==> src/rtl/rtc_alarm_clock_if.sv <==
// Control inputs and display outputs of the alarm clock core.
// The master drives the buttons; the slave (core) drives the digits.
interface rtc_alarm_clock_if;
  logic       en;
  logic       hrup;
  logic       minup;
  logic       set_alarm;
  logic       alarm_en;
  logic       snooze;
  logic       mode12;
  logic [3:0] s1, s2, m1, m2, h1, h2;
  logic       pm;
  logic       alarm_on;
  logic       tick;

  modport master (
    output en, hrup, minup, set_alarm, alarm_en, snooze, mode12,
    input  s1, s2, m1, m2, h1, h2, pm, alarm_on, tick
  );

  modport slave (
    input  en, hrup, minup, set_alarm, alarm_en, snooze, mode12,
    output s1, s2, m1, m2, h1, h2, pm, alarm_on, tick
  );
endinterface

==> src/rtl/rtc_alarm_clock.sv <==
// 24-hour clock with prescaler, edge-triggered time/alarm setting, 12/24-hour BCD display
// and an alarm state machine with ring timeout and snooze.
module rtc_alarm_clock #(
  parameter int unsigned TICKS_PER_SEC = 100000000,
  parameter int unsigned RING_SECS     = 60,
  parameter int unsigned SNOOZE_MIN    = 5
) (
  input logic               clk,
  input logic               rst,
  rtc_alarm_clock_if.slave  bus
);

  localparam int unsigned PW         = $clog2(TICKS_PER_SEC);
  localparam logic [PW-1:0] PresLast = PW'(TICKS_PER_SEC - 1);
  localparam logic [7:0]  RingLast   = 8'(RING_SECS - 1);
  localparam logic [11:0] SnoozeLast = 12'(SNOOZE_MIN * 60 - 1);

  typedef enum logic [1:0] {StIdle, StRinging, StSnoozed} state_e;

  logic [PW-1:0] presc_q;
  logic          tick_q;
  logic [5:0]    sec_q, min_q, al_min_q;
  logic [4:0]    hour_q, al_hour_q;
  logic          hrup_q, minup_q, snooze_q;
  state_e        state_q;
  logic [7:0]    ring_q;
  logic [11:0]   snz_q;
  logic          alarm_on_q;

  logic [5:0] sec_d, min_d;
  logic [4:0] hour_d;
  logic       hr_edge, min_edge, snz_edge, sec_tick, time_edit, alarm_hit;

  assign hr_edge   = bus.hrup & ~hrup_q;
  assign min_edge  = bus.minup & ~minup_q;
  assign snz_edge  = bus.snooze & ~snooze_q;
  assign sec_tick  = bus.en && (presc_q == PresLast);
  assign time_edit = ~bus.set_alarm & (hr_edge | min_edge);

  // A time edit swallows a coincident second advance.
  always_comb begin
    sec_d  = sec_q;
    min_d  = min_q;
    hour_d = hour_q;
    if (time_edit) begin
      if (min_edge) min_d = (min_q == 6'd59) ? 6'd0 : min_q + 6'd1;
      if (hr_edge)  hour_d = (hour_q == 5'd23) ? 5'd0 : hour_q + 5'd1;
    end else if (sec_tick) begin
      if (sec_q == 6'd59) begin
        sec_d = 6'd0;
        if (min_q == 6'd59) begin
          min_d  = 6'd0;
          hour_d = (hour_q == 5'd23) ? 5'd0 : hour_q + 5'd1;
        end else begin
          min_d = min_q + 6'd1;
        end
      end else begin
        sec_d = sec_q + 6'd1;
      end
    end
  end

  assign alarm_hit = sec_tick & ~time_edit & (sec_d == 6'd0) &
                     (min_d == al_min_q) & (hour_d == al_hour_q);

  always_ff @(posedge clk) begin
    if (rst) begin
      presc_q   <= '0;
      tick_q    <= 1'b0;
      sec_q     <= '0;
      min_q     <= '0;
      hour_q    <= '0;
      al_min_q  <= '0;
      al_hour_q <= '0;
      hrup_q    <= bus.hrup;
      minup_q   <= bus.minup;
      snooze_q  <= bus.snooze;
    end else begin
      if (bus.en) presc_q <= (presc_q == PresLast) ? '0 : presc_q + PW'(1);
      tick_q   <= sec_tick;
      sec_q    <= sec_d;
      min_q    <= min_d;
      hour_q   <= hour_d;
      hrup_q   <= bus.hrup;
      minup_q  <= bus.minup;
      snooze_q <= bus.snooze;
      if (bus.set_alarm && min_edge)
        al_min_q <= (al_min_q == 6'd59) ? 6'd0 : al_min_q + 6'd1;
      if (bus.set_alarm && hr_edge)
        al_hour_q <= (al_hour_q == 5'd23) ? 5'd0 : al_hour_q + 5'd1;
    end
  end

  always_ff @(posedge clk) begin
    if (rst) begin
      state_q    <= StIdle;
      ring_q     <= '0;
      snz_q      <= '0;
      alarm_on_q <= 1'b0;
    end else if (!bus.alarm_en) begin
      state_q    <= StIdle;
      alarm_on_q <= 1'b0;
    end else begin
      unique case (state_q)
        StIdle: begin
          if (alarm_hit) begin
            state_q    <= StRinging;
            ring_q     <= '0;
            alarm_on_q <= 1'b1;
          end
        end
        StRinging: begin
          if (snz_edge) begin
            state_q    <= StSnoozed;
            snz_q      <= '0;
            alarm_on_q <= 1'b0;
          end else if (sec_tick) begin
            if (ring_q == RingLast) begin
              state_q    <= StIdle;
              alarm_on_q <= 1'b0;
            end else begin
              ring_q <= ring_q + 8'd1;
            end
          end
        end
        StSnoozed: begin
          if (sec_tick) begin
            if (snz_q == SnoozeLast) begin
              state_q    <= StRinging;
              ring_q     <= '0;
              alarm_on_q <= 1'b1;
            end else begin
              snz_q <= snz_q + 12'd1;
            end
          end
        end
        default: begin
          state_q    <= StIdle;
          alarm_on_q <= 1'b0;
        end
      endcase
    end
  end

  function automatic logic [3:0] tens(input logic [5:0] v);
    logic [5:0] t;
    t = v / 6'd10;
    return t[3:0];
  endfunction

  function automatic logic [3:0] ones(input logic [5:0] v);
    logic [5:0] t;
    t = v % 6'd10;
    return t[3:0];
  endfunction

  logic [4:0] disp_hour, hour_shown;
  logic [5:0] disp_min, disp_sec;
  logic       pm_w;

  always_comb begin
    disp_hour  = bus.set_alarm ? al_hour_q : hour_q;
    disp_min   = bus.set_alarm ? al_min_q : min_q;
    disp_sec   = bus.set_alarm ? 6'd0 : sec_q;
    hour_shown = disp_hour;
    pm_w       = 1'b0;
    if (bus.mode12) begin
      if (disp_hour == 5'd0) begin
        hour_shown = 5'd12;
      end else if (disp_hour >= 5'd12) begin
        pm_w = 1'b1;
        if (disp_hour > 5'd12) hour_shown = disp_hour - 5'd12;
      end
    end
  end

  assign bus.s1       = ones(disp_sec);
  assign bus.s2       = tens(disp_sec);
  assign bus.m1       = ones(disp_min);
  assign bus.m2       = tens(disp_min);
  assign bus.h1       = ones({1'b0, hour_shown});
  assign bus.h2       = tens({1'b0, hour_shown});
  assign bus.pm       = pm_w;
  assign bus.alarm_on = alarm_on_q;
  assign bus.tick     = tick_q;

endmodule

==> src/flat_wrapper.sv <==
// flat-port wrapper written by rule: the top's interface ports become plain ports
module rtc_alarm_clock_flat 
#(
  parameter int unsigned TICKS_PER_SEC = 100000000,
  parameter int unsigned RING_SECS     = 60,
  parameter int unsigned SNOOZE_MIN    = 5
)
  (clk, rst, bus_en, bus_hrup, bus_minup, bus_set_alarm, bus_alarm_en, bus_snooze, bus_mode12, bus_s1, bus_s2, bus_m1, bus_m2, bus_h1, bus_h2, bus_pm, bus_alarm_on, bus_tick);
  rtc_alarm_clock_if bus_i ();
  input logic clk;
  input logic rst;
  input wire logic [$bits(bus_i.en)-1:0] bus_en;
  input wire logic [$bits(bus_i.hrup)-1:0] bus_hrup;
  input wire logic [$bits(bus_i.minup)-1:0] bus_minup;
  input wire logic [$bits(bus_i.set_alarm)-1:0] bus_set_alarm;
  input wire logic [$bits(bus_i.alarm_en)-1:0] bus_alarm_en;
  input wire logic [$bits(bus_i.snooze)-1:0] bus_snooze;
  input wire logic [$bits(bus_i.mode12)-1:0] bus_mode12;
  output wire logic [$bits(bus_i.s1)-1:0] bus_s1;
  output wire logic [$bits(bus_i.s2)-1:0] bus_s2;
  output wire logic [$bits(bus_i.m1)-1:0] bus_m1;
  output wire logic [$bits(bus_i.m2)-1:0] bus_m2;
  output wire logic [$bits(bus_i.h1)-1:0] bus_h1;
  output wire logic [$bits(bus_i.h2)-1:0] bus_h2;
  output wire logic [$bits(bus_i.pm)-1:0] bus_pm;
  output wire logic [$bits(bus_i.alarm_on)-1:0] bus_alarm_on;
  output wire logic [$bits(bus_i.tick)-1:0] bus_tick;
  assign bus_i.en = bus_en;
  assign bus_i.hrup = bus_hrup;
  assign bus_i.minup = bus_minup;
  assign bus_i.set_alarm = bus_set_alarm;
  assign bus_i.alarm_en = bus_alarm_en;
  assign bus_i.snooze = bus_snooze;
  assign bus_i.mode12 = bus_mode12;
  assign bus_s1 = bus_i.s1;
  assign bus_s2 = bus_i.s2;
  assign bus_m1 = bus_i.m1;
  assign bus_m2 = bus_i.m2;
  assign bus_h1 = bus_i.h1;
  assign bus_h2 = bus_i.h2;
  assign bus_pm = bus_i.pm;
  assign bus_alarm_on = bus_i.alarm_on;
  assign bus_tick = bus_i.tick;
  rtc_alarm_clock #(.TICKS_PER_SEC(TICKS_PER_SEC), .RING_SECS(RING_SECS), .SNOOZE_MIN(SNOOZE_MIN)) u_core (.clk(clk), .rst(rst), .bus(bus_i));
endmodule
==> config.mk <==
export PLATFORM = sky130hd
export DESIGN_NAME = rtc_alarm_clock_flat
export DESIGN_NICKNAME = d
export VERILOG_FILES = /design/src/rtl/rtc_alarm_clock_if.sv /design/src/rtl/rtc_alarm_clock.sv /design/src/flat_wrapper.sv
export SDC_FILE = /design/constraint.sdc
export NUM_CORES = 1
export LEC_CHECK = 0
export ABC_AREA = 1
export BUFFER_PORTS_ARGS = -buffer_cell sky130_fd_sc_hd__buf_2
export CORE_AREA = 2 2 125 158
export CTS_CLUSTER_DIAMETER = 80
export DETAILED_ROUTE_END_ITERATION = 12
export DIE_AREA = 0 0 127 160
export PLACE_DENSITY = 0.57
export SKIP_LAST_GASP = 1
export SLEW_MARGIN = 20
export SYNTH_ARGS = -nofsm -noshare
export SYNTH_HDL_FRONTEND = slang
export SYNTH_SLANG_ARGS = --single-unit
==> constraint.sdc <==
create_clock -name clk -period 3.2 [get_ports clk]
set_input_delay 0.32 -clock clk [delete_from_list [all_inputs] [get_ports clk]]
set_output_delay 0.32 -clock clk [all_outputs]
set_load 0.01 [all_outputs]
==> out/qor.txt <==
CTS max path bufs = 2
Fin cells = 1190
Leakage power = 2.85 nW
CTS buffer count = 9
Avg Vias per Cell = 4.67
CTS tree = done
I/O Buffers = 31
Top cell type's share of synthesized area = 29.1%
FFs w/ async S/R, synth = 0%
Worst slew pin tran = 733 ps
Crit path largest cell delay = 330 ps
Sw Pwr = 0.632 mW
Row cnt = 57
Post-Synth XOR/XNOR Area = 2.83%
Fin util = 34.3%
Mean post-synth cell area = 6.21 µm²
YS warnings = 0
Largest net degree at the start of global routing = 30
Fraction of power consumed by the clock network = 41.0%
Power share of the sequential group = 44.2%
Dpl cells = 1164
Adder-Cell Fraction of Synth Area = 3.81%
Worst Clk Skew = 7.06 ps
Hold crit path type = primary input to register
CTS H-tree depth = 3
Startpoint Class = register
Slew Limit Fails = 0
Die Span Y = 160 µm
HPWL after DPL = 10300 µm
Hold Buf Count CTS = 0
Die Area = 20300 µm²
Initial antenna violation count = 0
Outcome = complete, but fails checks
Primary FF master, synth = dfxtp_1
WL/cell = 11.3 µm
Clk_lat worst skew = 330 ps
Switching part of the total power = 27.0%
RSZ-0062 raised after global routing = yes
Max_cap viols = 0
Post-synthesis simple-gate area fraction = 39.3%
Via Count = 5555
Post-layout min period = 3230 ps
Gr usage total = 13.2%
Max rail drop VDD = 0.237 mV
Core area = 19000 µm²
Clk sinks = 81
Crit end category = output port
Drt pass-1 iters = 4
Total wire length = 13400 µm
Critical path type = register to output port
First-pass GRT wire length = 22500 µm
WP data arrival = 2910 ps
Diodes inserted = 0
FF+latch count, synth = 81
Share of cells above drive strength 1 = 14.4%
Post-synthesis compound-gate area fraction = 12.6%
Crit-path max FO = 6
I/O pin count = 36
Mux contribution to synthesized area = 0.740%
Post-synth top cells = nand2_1, inv_1, nor2_1
Synth Cell Area = 5580 µm²
Largest family of logic cells by synthesized area = simple AND/OR/NAND/NOR gates
Failing checks = setup timing
1st-iter DRT viols = 326
Fmax = 310 MHz
Count leader, synth = nand2_1
Grt total ovfl = 0
Setup TNS = -36.6 ps
Layout area overhead = 16.7%
Worst Path Required = 2880 ps
Nets = 977
Die X = 127 µm
CTS root buf = clkbuf_16
DRT antenna net count = 0
DRC = 0
Register area share after synthesis = 29.1%
Leading area contributor after synthesis = dfxtp_1
Worst path bufs/invs = 6
Initial Util = 29.4%
Combinational group share of total power = 14.8%
Final worst path period share = 101%
CP delay by family, top = compound AO/OA/AOI/OAI gates
Clock Pin Slew Worst Setup and Hold Paths = 60 ps
Max-slew headroom = 50.9%
GP Congestion = 0.826
Final setup violation count = 2
Vias in the first global route = 5216
Pwr/cell area = 360 nW/µm²
Internal = 1.71 mW
Worst-path cell chain = inv_2 > o21ai_4 > inv_1 > ha_4 > nand2_1 > nor2_1 > nor2_1 > o21ai_1 > o21ai_1 > nand2_1 > inv_2 > ha_4 > nand3_2 > nand2_2 > o21ai_2 > buf_4 > o21ai_4 > inv_2 > nand2_2 > nand2_4 > nand2_1 > o21ai_2 > buf_2
Slowest CP cell = dfxtp_2
EDFF count, synth = 0
Fin Hold WS = 96.5 ps
Fin. Hold Viols = 0
Library cells used by synthesis = 52
Synth Instances = 898
Largest cells by area after synthesis = dfxtp_1, nand2_1, inv_1
Final Worst Setup Slack = -25.1 ps
-- power groups by stage --
stage	registers [mW]	logic [mW]	clock network [mW]
floorplan	1.05	0.222	0
detailed placement	1.06	0.305	0
finish	1.04	0.347	0.961
CTS	1.04	0.333	0.992
global placement	1.06	0.303	0
global route	1.04	0.391	1.03
-- state kept, by name (all words and copies together) (netlist names) --
name              flops
u_core.al_hour_q      5
u_core.snooze_q       1
u_core.hrup_q         1
u_core.bus.tick       1
u_core.snz_q         12
u_core.minup_q        1
u_core.state_q        2
u_core.hour_q         5
u_core.min_q          6
u_core.presc_q       27
u_core.ring_q         8
u_core.sec_q          6
u_core.al_min_q       6
-- per-stage QoR --
step                total power [mW]  instance area (µm²)  setup slack, ps
floorplan                       1.28                 5590              260
global placement                1.36                 6030              107
detailed placement              1.36                 6030            -2.06
CTS                             2.36                 6440            -76.9
global route                    2.46                 6510             -226
finish                          2.35                 6510            -25.1
-- layout make-up --
class	count	area, µm²
clock buffer	11	253
clock inverter	3	17.5
fill	2084	12500
inverter	141	529
multi-input combinational	661	3430
sequential	81	1630
tap	236	295
timing repair buffer	57	354
-- metal layers --
metal	part of all wire [%]	global-route usage (%)	vias to the layer above
met1	44	14.8	2512
met5	0	0	-
met2	52	25.5	58
li1	-	-	2971
met3	2.0	1.68	14
met4	1.3	4.30	0
-- placed cells by master, fill, tap and decap left out, drive strengths merged, types with 3 or more instances in the layout --
cell / count
dfxtp: 81
buf: 57
nand3: 63
nor2: 137
ha: 17
mux2i: 3
o21a: 3
conb: 4
o21ai: 61
a211oi: 3
a21oi: 42
xor2: 17
inv: 141
nand2: 232
clkbuf: 11
nor4: 6
or2: 4
nand4: 21
nor3: 27
-- worst reg2reg max path, stage by stage (launching register included) --
cell	delay, ps
dfxtp_1	380
ha_1	220
nand2_1	70
inv_1	50
nand2_1	140
inv_1	240
nand3_2	170
nand2_2	150
nand2_1	80
nand2_1	80
nand2_1	60
nand2_1	60
nand2_1	40
nor2_1	220
nand2_1	80
nor2_1	130
nand2_2	100
nand2_4	140
nand3_4	140
nand2_1	100
inv_1	40
nor2_1	80
-- cell families (layout without fill, tap and decap cells) --
family | count (synthesis) | count (layout)
mux | 4 | 4
other cells | 1 | 4
buf+inv | 159 | 212
simple gates | 496 | 496
flops | 81 | 81
compound gates | 122 | 122
fa+ha+maj | 17 | 17
xor+xnor | 18 | 18
-- what timing repair did --
action | 4_1_cts | 5_1_grt
setup endpoints to repair | 4 | 5
pin swaps | 11 | 11
gates resized for setup | 25 | 10
buffers inserted | 7 | 5
-- worst paths after layout --
check                                                    start                             end  slack, ps  depth (start not counted)
worst max-delay path               u_core.hour_q[3]$_SDFF_PP0_                       bus_h1[3]        -30                         23
worst min-delay path                                bus_snooze         u_core.snooze_q$_DFF_P_        100                          1
worst max register to register      u_core.sec_q[0]$_SDFF_PP0_   u_core.ring_q[7]$_SDFFE_PP0P_        380                         21
worst min register to register  u_core.presc_q[7]$_SDFFE_PP0P_  u_core.presc_q[7]$_SDFFE_PP0P_        460                          2
Power figures use the tool's default switching activity.
